$ cat src/rtl/maxpool_stream_if.sv
// rtl/maxpool_stream_if.sv - sample-in / pooled-out handshake bundle for maxpool_stream
interface maxpool_stream_if #(
  parameter int WIDTH = 8
);
  logic signed [WIDTH-1:0] s_data_in_y;
  logic                    s_valid_y;
  logic                    s_ready_y;
  logic signed [WIDTH-1:0] m_data_out_p;
  logic                    m_valid_p;
  logic                    m_ready_p;

  // Upstream/downstream side: feeds samples, drains pooled results
  modport master (
    output s_data_in_y, s_valid_y, m_ready_p,
    input  s_ready_y, m_data_out_p, m_valid_p
  );

  // Pooling stage side
  modport slave (
    input  s_data_in_y, s_valid_y, m_ready_p,
    output s_ready_y, m_data_out_p, m_valid_p
  );
endinterface

$ cat src/rtl/maxpool_stream.sv
// rtl/maxpool_stream.sv - streaming 1-D max pooling (average pooling when MAXPOOL_AVG_EN is defined)
module maxpool_stream #(
  parameter int WIDTH = 8,
  parameter int LENY  = 5,
  parameter int LENP  = 2,
  parameter int LOGY  = 3,
  parameter int LOGP  = 1
) (
  input logic clk,
  input logic reset,
  maxpool_stream_if.slave bus
);

`ifdef MAXPOOL_AVG_EN
  localparam int ACCW = WIDTH + LOGP;
`else
  localparam int ACCW = WIDTH;
`endif

  localparam logic [LOGP-1:0] P_LAST = LOGP'(LENP - 1);
  localparam logic [LOGY-1:0] F_LAST = LOGY'(LENY - 1);

  logic [LOGP-1:0]         r_win_cnt;
  logic [LOGY-1:0]         r_frame_cnt;
  logic signed [ACCW-1:0]  r_acc;
  logic signed [WIDTH-1:0] r_data;
  logic                    r_valid;

  logic                    w_win_last;
  logic                    w_in_xfer;
  logic                    w_out_xfer;
  logic signed [ACCW-1:0]  w_sample;
  logic signed [ACCW-1:0]  w_acc_next;
  logic signed [ACCW-1:0]  w_shift;
  logic signed [WIDTH-1:0] w_result;

  // The next accepted sample closes a window: either the window is full or the frame ends
  assign w_win_last = (r_win_cnt == P_LAST) | (r_frame_cnt == F_LAST);

  // A closing sample may only enter when the output register is free or draining this cycle
  assign bus.s_ready_y = ~reset & (~w_win_last | ~r_valid | bus.m_ready_p);

  assign w_in_xfer  = bus.s_valid_y & bus.s_ready_y;
  assign w_out_xfer = r_valid & bus.m_ready_p;

`ifdef MAXPOOL_AVG_EN
  // Sign-extend into the widened sum, add unless this sample opens the window
  assign w_sample   = {{LOGP{bus.s_data_in_y[WIDTH-1]}}, bus.s_data_in_y};
  assign w_acc_next = (r_win_cnt == '0) ? w_sample : (r_acc + w_sample);
  // Floor average; a short tail window behaves as if zero-padded
  assign w_shift    = w_acc_next >>> LOGP;
  assign w_result   = w_shift[WIDTH-1:0];
`else
  // Running signed maximum, restarted by the first sample of each window
  assign w_sample   = bus.s_data_in_y;
  assign w_acc_next = ((r_win_cnt == '0) || (w_sample > r_acc)) ? w_sample : r_acc;
  assign w_shift    = w_acc_next;
  assign w_result   = w_shift;
`endif

  // Window/frame position and accumulator advance on every accepted sample
  always_ff @(posedge clk or posedge reset) begin
    if (reset) begin
      r_win_cnt   <= '0;
      r_frame_cnt <= '0;
      r_acc       <= '0;
    end else if (w_in_xfer) begin
      r_acc       <= w_acc_next;
      r_win_cnt   <= w_win_last ? '0 : (r_win_cnt + LOGP'(1));
      r_frame_cnt <= (r_frame_cnt == F_LAST) ? '0 : (r_frame_cnt + LOGY'(1));
    end
  end

  // Result register: a closing sample loads (even while draining), a bare drain clears valid
  always_ff @(posedge clk or posedge reset) begin
    if (reset) begin
      r_data  <= '0;
      r_valid <= 1'b0;
    end else if (w_in_xfer && w_win_last) begin
      r_data  <= w_result;
      r_valid <= 1'b1;
    end else if (w_out_xfer) begin
      r_valid <= 1'b0;
    end
  end

  assign bus.m_data_out_p = r_data;
  assign bus.m_valid_p    = r_valid;

endmodule

$ cat src/flat_wrapper.sv
// flat-port wrapper written by rule: the top's interface ports become plain ports
module maxpool_stream_flat 
#(
  parameter int WIDTH = 8,
  parameter int LENY  = 5,
  parameter int LENP  = 2,
  parameter int LOGY  = 3,
  parameter int LOGP  = 1
)
  (clk, reset, bus_s_data_in_y, bus_s_valid_y, bus_m_ready_p, bus_s_ready_y, bus_m_data_out_p, bus_m_valid_p);
  maxpool_stream_if #(.WIDTH(WIDTH)) bus_i ();
  input logic clk;
  input logic reset;
  input wire logic [$bits(bus_i.s_data_in_y)-1:0] bus_s_data_in_y;
  input wire logic [$bits(bus_i.s_valid_y)-1:0] bus_s_valid_y;
  input wire logic [$bits(bus_i.m_ready_p)-1:0] bus_m_ready_p;
  output wire logic [$bits(bus_i.s_ready_y)-1:0] bus_s_ready_y;
  output wire logic [$bits(bus_i.m_data_out_p)-1:0] bus_m_data_out_p;
  output wire logic [$bits(bus_i.m_valid_p)-1:0] bus_m_valid_p;
  assign bus_i.s_data_in_y = bus_s_data_in_y;
  assign bus_i.s_valid_y = bus_s_valid_y;
  assign bus_i.m_ready_p = bus_m_ready_p;
  assign bus_s_ready_y = bus_i.s_ready_y;
  assign bus_m_data_out_p = bus_i.m_data_out_p;
  assign bus_m_valid_p = bus_i.m_valid_p;
  maxpool_stream #(.WIDTH(WIDTH), .LENY(LENY), .LENP(LENP), .LOGY(LOGY), .LOGP(LOGP)) u_core (.clk(clk), .reset(reset), .bus(bus_i));
endmodule
$ cat config.mk
export PLATFORM = sky130hd
export DESIGN_NAME = maxpool_stream_flat
export DESIGN_NICKNAME = d
export VERILOG_FILES = /design/src/rtl/maxpool_stream_if.sv /design/src/rtl/maxpool_stream.sv /design/src/flat_wrapper.sv
export SDC_FILE = /design/constraint.sdc
export NUM_CORES = 1
export LEC_CHECK = 0
export ABC_AREA = 0
export CAP_MARGIN = 20
export CELL_PAD_IN_SITES_DETAIL_PLACEMENT = 1
export CELL_PAD_IN_SITES_GLOBAL_PLACEMENT = 1
export CORE_ASPECT_RATIO = 0.6
export CORE_MARGIN = 5
export CORE_UTILIZATION = 41
export DETAILED_ROUTE_END_ITERATION = 6
export PLACE_DENSITY = 0.9
export SYNTH_ARGS = -nofsm -noshare
export SYNTH_HDL_FRONTEND = slang
export SYNTH_SLANG_ARGS = --single-unit
$ cat constraint.sdc
create_clock -name clk -period 2.4 [get_ports clk]
set_input_delay 0.48 -clock clk [delete_from_list [all_inputs] [get_ports clk]]
set_output_delay 0.48 -clock clk [all_outputs]
set_load 0.02 [all_outputs]
==> results by group <==
Place
  – GP Congestion: 0.784
  – Placement-stage worst setup slack: -0.464 ns
  – Port bufs: 21
  – Placement Cell Area: between 1500 and 2000 sq um
  – Hpwl dp: 2860 um
  – Placed insts: roughly 210

Clock network
  – Number of buffers inserted for hold repair after clock tree synthesis: 0
  – Clk sinks: 21
  – Number of buffers added by the clock tree synthesis step: 3
  – Clock tree from TritonCTS: done
  – Deepest level of the CTS H-tree: 1
  – Maximum clock path buffer count: 2
  – Clock Latency Late Sink: about 0.27 ns
  – Clock-pin transition on the worst setup and hold timing paths: around 0.080 ns
  – Clk root buf: clkbuf_8

Cells and area
  – Non-filler cells in the finished layout: approximately 220
  – Post-route cell area: a little under 2000 sq um
  – Fill cell count: 337
  – Area growth from synthesis to layout: 46.7%
  – Fraction of layout instances using a drive strength above 1: between 30% and 40%
  – Final net count: between 150 and 200
  – Number of antenna diodes: 0

Pwr
  – Clk network pwr share: 10.1%
  – Switching part of the total power: around 44%
  – Pint: about 1400 uW
  – Leak: slightly below 0.0009 uW
  – Peak supply drop: about 0.00057 V
  – Logic gate share of total power: between 60 and 70%
  – Net switching power: about 1100 uW
  – Overall power of the completed layout: between 2000 and 2500 uW
  – Power density of the placed cells: 1240 nW/um^2
  – Portion of total power attributed to sequential cells: approximately 28%

Worst hold path
  – Classification of the worst-slack hold path: in -> reg
  – Count of cells along the worst hold path: 2
  – Hold path endpoint: u_core.r_acc[4]$_DFFE_PP0P_
  – Source of the worst hold timing path: bus_s_data_in_y[4]

Setup path
  – Slowest CP cell: dfrtp_1
  – Critical Path RT: roughly 2.6 ns
  – Capture point of the worst reg-to-reg path: u_core.bus.m_data_out_p[3]$_DFFE_PP0P_
  – Flop-to-flop setup slack: 0.04 ns
  – Data arrival time of the worst path: between 2 and 3 ns
  – Stage delay of the slowest cell on the critical path: 0.41 ns
  – Kind of capture point of the worst setup path: flip-flop
  – Depth of the worst register-to-register path: 9
  – Cell-by-cell listing of the critical path: inv_1, ha_4, nand4_4, buf_4, a211oi_2, o21ai_0, buf_4, a21oi_4, a221o_1
  – R2r startpoint: u_core.r_acc[7]$_DFFE_PP0P_
  – Critical-path maximum fanout: 8
  – Critical path's most frequent cell: buf_4
  – Setup crit start kind: flip-flop
  – Critical setup path kind: reg -> reg

Global route
  – Number of global-route vias before repair: 1,339
  – Global-route wire length before repair: between 7000 and 8000 um
  – Number of antenna violations at the first check in global routing: 0
  – Global-route total usage across every layer: between 20 and 25%
  – Final global-route overflow total: 0
  – Largest net degree at the start of global routing: 22

Floorplan
  – Core Footprint: 3180 sq um
  – Die outline area: 4520 sq um
  – Count of standard-cell rows: 16
  – Width of the die: roughly 84 um
  – Effective utilization at floorplan: about two fifths
  – Die Y: 54.1 um
  – Number of top-level pins: 22

Yosys
  – Area of the mapped netlist: 1330 sq um
  – Sequential cell area fraction in the yosys report: between 30% and 40%
  – Cells after Synth: 126
  – Avg Cell Area, Syn: around 11 sq um
  – Post-synthesis cell type with the largest combined area: dfrtp_1
  – Number of distinct library cells after synthesis: 34
  – Nets in the synthesized netlist: 148
  – Synth warn: 0
  – Synth top area cells: dfrtp_1 40%, ha_1 9.4%, a221o_1 6.0%, inv_1 5.9%, mux2_1 5.9%
  – Count of state elements after synthesis: 21
  – Top-area cell type share of the netlist area: between 30% and 40%

Drt
  – Antenna viol nets, final: 0
  – Final WL: 4690 um
  – DRC violations left: 0
  – Via Count: approximately 1,200
  – Via density per instance: ~5.6
  – Count of TritonRoute iterations in the first routing pass: 4
  – WL/cell: around 22 um
  – Number of violations reported at the end of detailed-routing iteration 0: 50

Timing
  – Hold slack: about 0.52 ns
  – Max Fclk: 0.424 GHz
  – Final critical path time including I/O delays and setup: 2.36 ns
  – Ratio of final minimum period to clock period: 98.3%
  – PnR worst setup slack: ~0.042 ns
  – Remaining max-slew budget at the tightest pin: around 77%
  – Final clock skew: around 0.003 ns
  – Hold violation count in the final report: 0
  – Number of setup violations in the final report: 0
  – Number of max-slew violations in the final report: 0
  – Worst Max-Slew Pin Slew: 0.349 ns

Run status
  – Outcome: completed

Flow run
  – Max-cap viol count: 0
==> synth_stat cells <==
master	instances
a211oi_1	1
a21oi_1	3
a21oi_4	1
a221o_1	8
a311oi_1	1
and2b_4	1
buf_4	1
clkbuf_1	1
dfrtp_1	21
ha_1	10
inv_1	21
mux2_1	7
mux2_4	1
nand2_1	7
nand2b_1	1
nand2b_4	1
nand3b_1	8
nand4_4	1
nor2_1	2
nor2_2	1
nor2b_1	1
nor2b_2	1
nor3_2	1
nor4_4	1
o21a_4	1
o21ai_0	12
o21ai_1	3
o21ai_4	1
o221ai_2	1
o31a_1	1
o31ai_1	2
o31ai_2	1
or2_1	1
or3_1	1
==> registers in the layout (all words and copies together) (netlist names) <==
name                     cells
u_core.bus.m_data_out_p      8
u_core.bus.m_valid_p         1
u_core.r_acc                 8
u_core.r_frame_cnt           3
u_core.r_win_cnt             1
==> metal layers <==
metal  wire (um)  share of wire (%)  vias to the layer above  global-route usage, %
met5           0                  0                        -                      0
met4         174                3.7                        0                   4.28
met3         259                5.5                       18                   5.20
met2        2300                 49                       49                   41.0
met1        1950                 42                      594                   23.1
li1            -                  -                      544                      -
==> critical path, delay by kind of cell, from the launching register on <==
kind | cells | cell delay [ns]
simple gates | 1 | 0.14
buf+inv | 3 | 0.45
flops | 1 | 0.41
fa+ha+maj | 1 | 0.30
compound gates | 4 | 0.99
==> cells by family after synthesis <==
group	after synthesis	share of synthesized area, %
DFF	21	39.5
and+or+nand+nor	28	15.8
muxes	8	7.06
adders and majority gates	10	9.41
buffers and inverters	23	6.77
AOI/OAI and AO/OA	36	21.4
==> through the flow <==
stage / utilization, % / TNS (ns)
4_1_cts: 59.0 / 0
3_5_place_dp: 54.3 / -7.20
5_1_grt: 61.3 / -0.522
6_report: 61.3 / 0
3_3_place_gp: 54.3 / -5.19
2_1_floorplan: - / 0
==> how the worst max path moves through the flow <==
stage | start | end | slack [ns] | cells past startpoint
finish | u_core.r_acc[7]$_DFFE_PP0P_ | u_core.bus.m_data_out_p[3]$_DFFE_PP0P_ | 0.04 | 9
CTS | bus_s_data_in_y[0] | u_core.r_acc[1]$_DFFE_PP0P_ | 0.001 | 10
floorplan | bus_s_data_in_y[5] | u_core.r_acc[1]$_DFFE_PP0P_ | 0.23 | 6
detailed placement | bus_s_data_in_y[7] | u_core.bus.m_data_out_p[3]$_DFFE_PP0P_ | -0.46 | 8
global placement | bus_s_data_in_y[7] | u_core.r_acc[1]$_DFFE_PP0P_ | -0.38 | 9
global route | bus_s_data_in_y[7] | u_core.bus.m_data_out_p[3]$_DFFE_PP0P_ | -0.07 | 9
==> cells in the final DEF, fill, tap and decap left out, drive strengths merged <==
cell type	n
or3	1
inv	21
dfrtp	21
nor4	1
o21ai	16
a211oi	1
o31a	1
nor2b	2
clkbuf	6
nor2	3
a21oi	4
o221ai	1
clkdlybuf4s50	12
o31ai	3
nand2b	2
a221o	8
dlymetal6s2s	4
nand4	1
nand2	7
a311oi	1
clkdlybuf4s15	1
mux2	8
nor3	1
nand3b	8
o21a	1
and2b	1
ha	10
dlygate4sd2	2
buf	22
or2	1
==> power by group through the flow <==
stage,combinational [uW],sequential [uW],clock [uW]
after CTS,1340,661,244
after global placement,1100,642,0
final,1500,674,245
after floorplan,633,720,0
after detailed placement,1170,659,0
after global routing,1600,696,258
==> final cells by class <==
class	instances	area [sq um]	area share (%)
inverter	21	78.8	4.04
clock buffer	4	45.0	2.31
sequential	21	526	26.9
timing repair buffer	43	380	19.5
tap	45	56.3	2.89
multi-input combinational	82	865	44.3
==> timing repair <==
action	in CTS	in global routing
buffers inserted	1	2
pin swaps	5	6
endpoints found under the setup margin	17	16
resized for setup	18	17
Power figures use the tool's default switching activity.
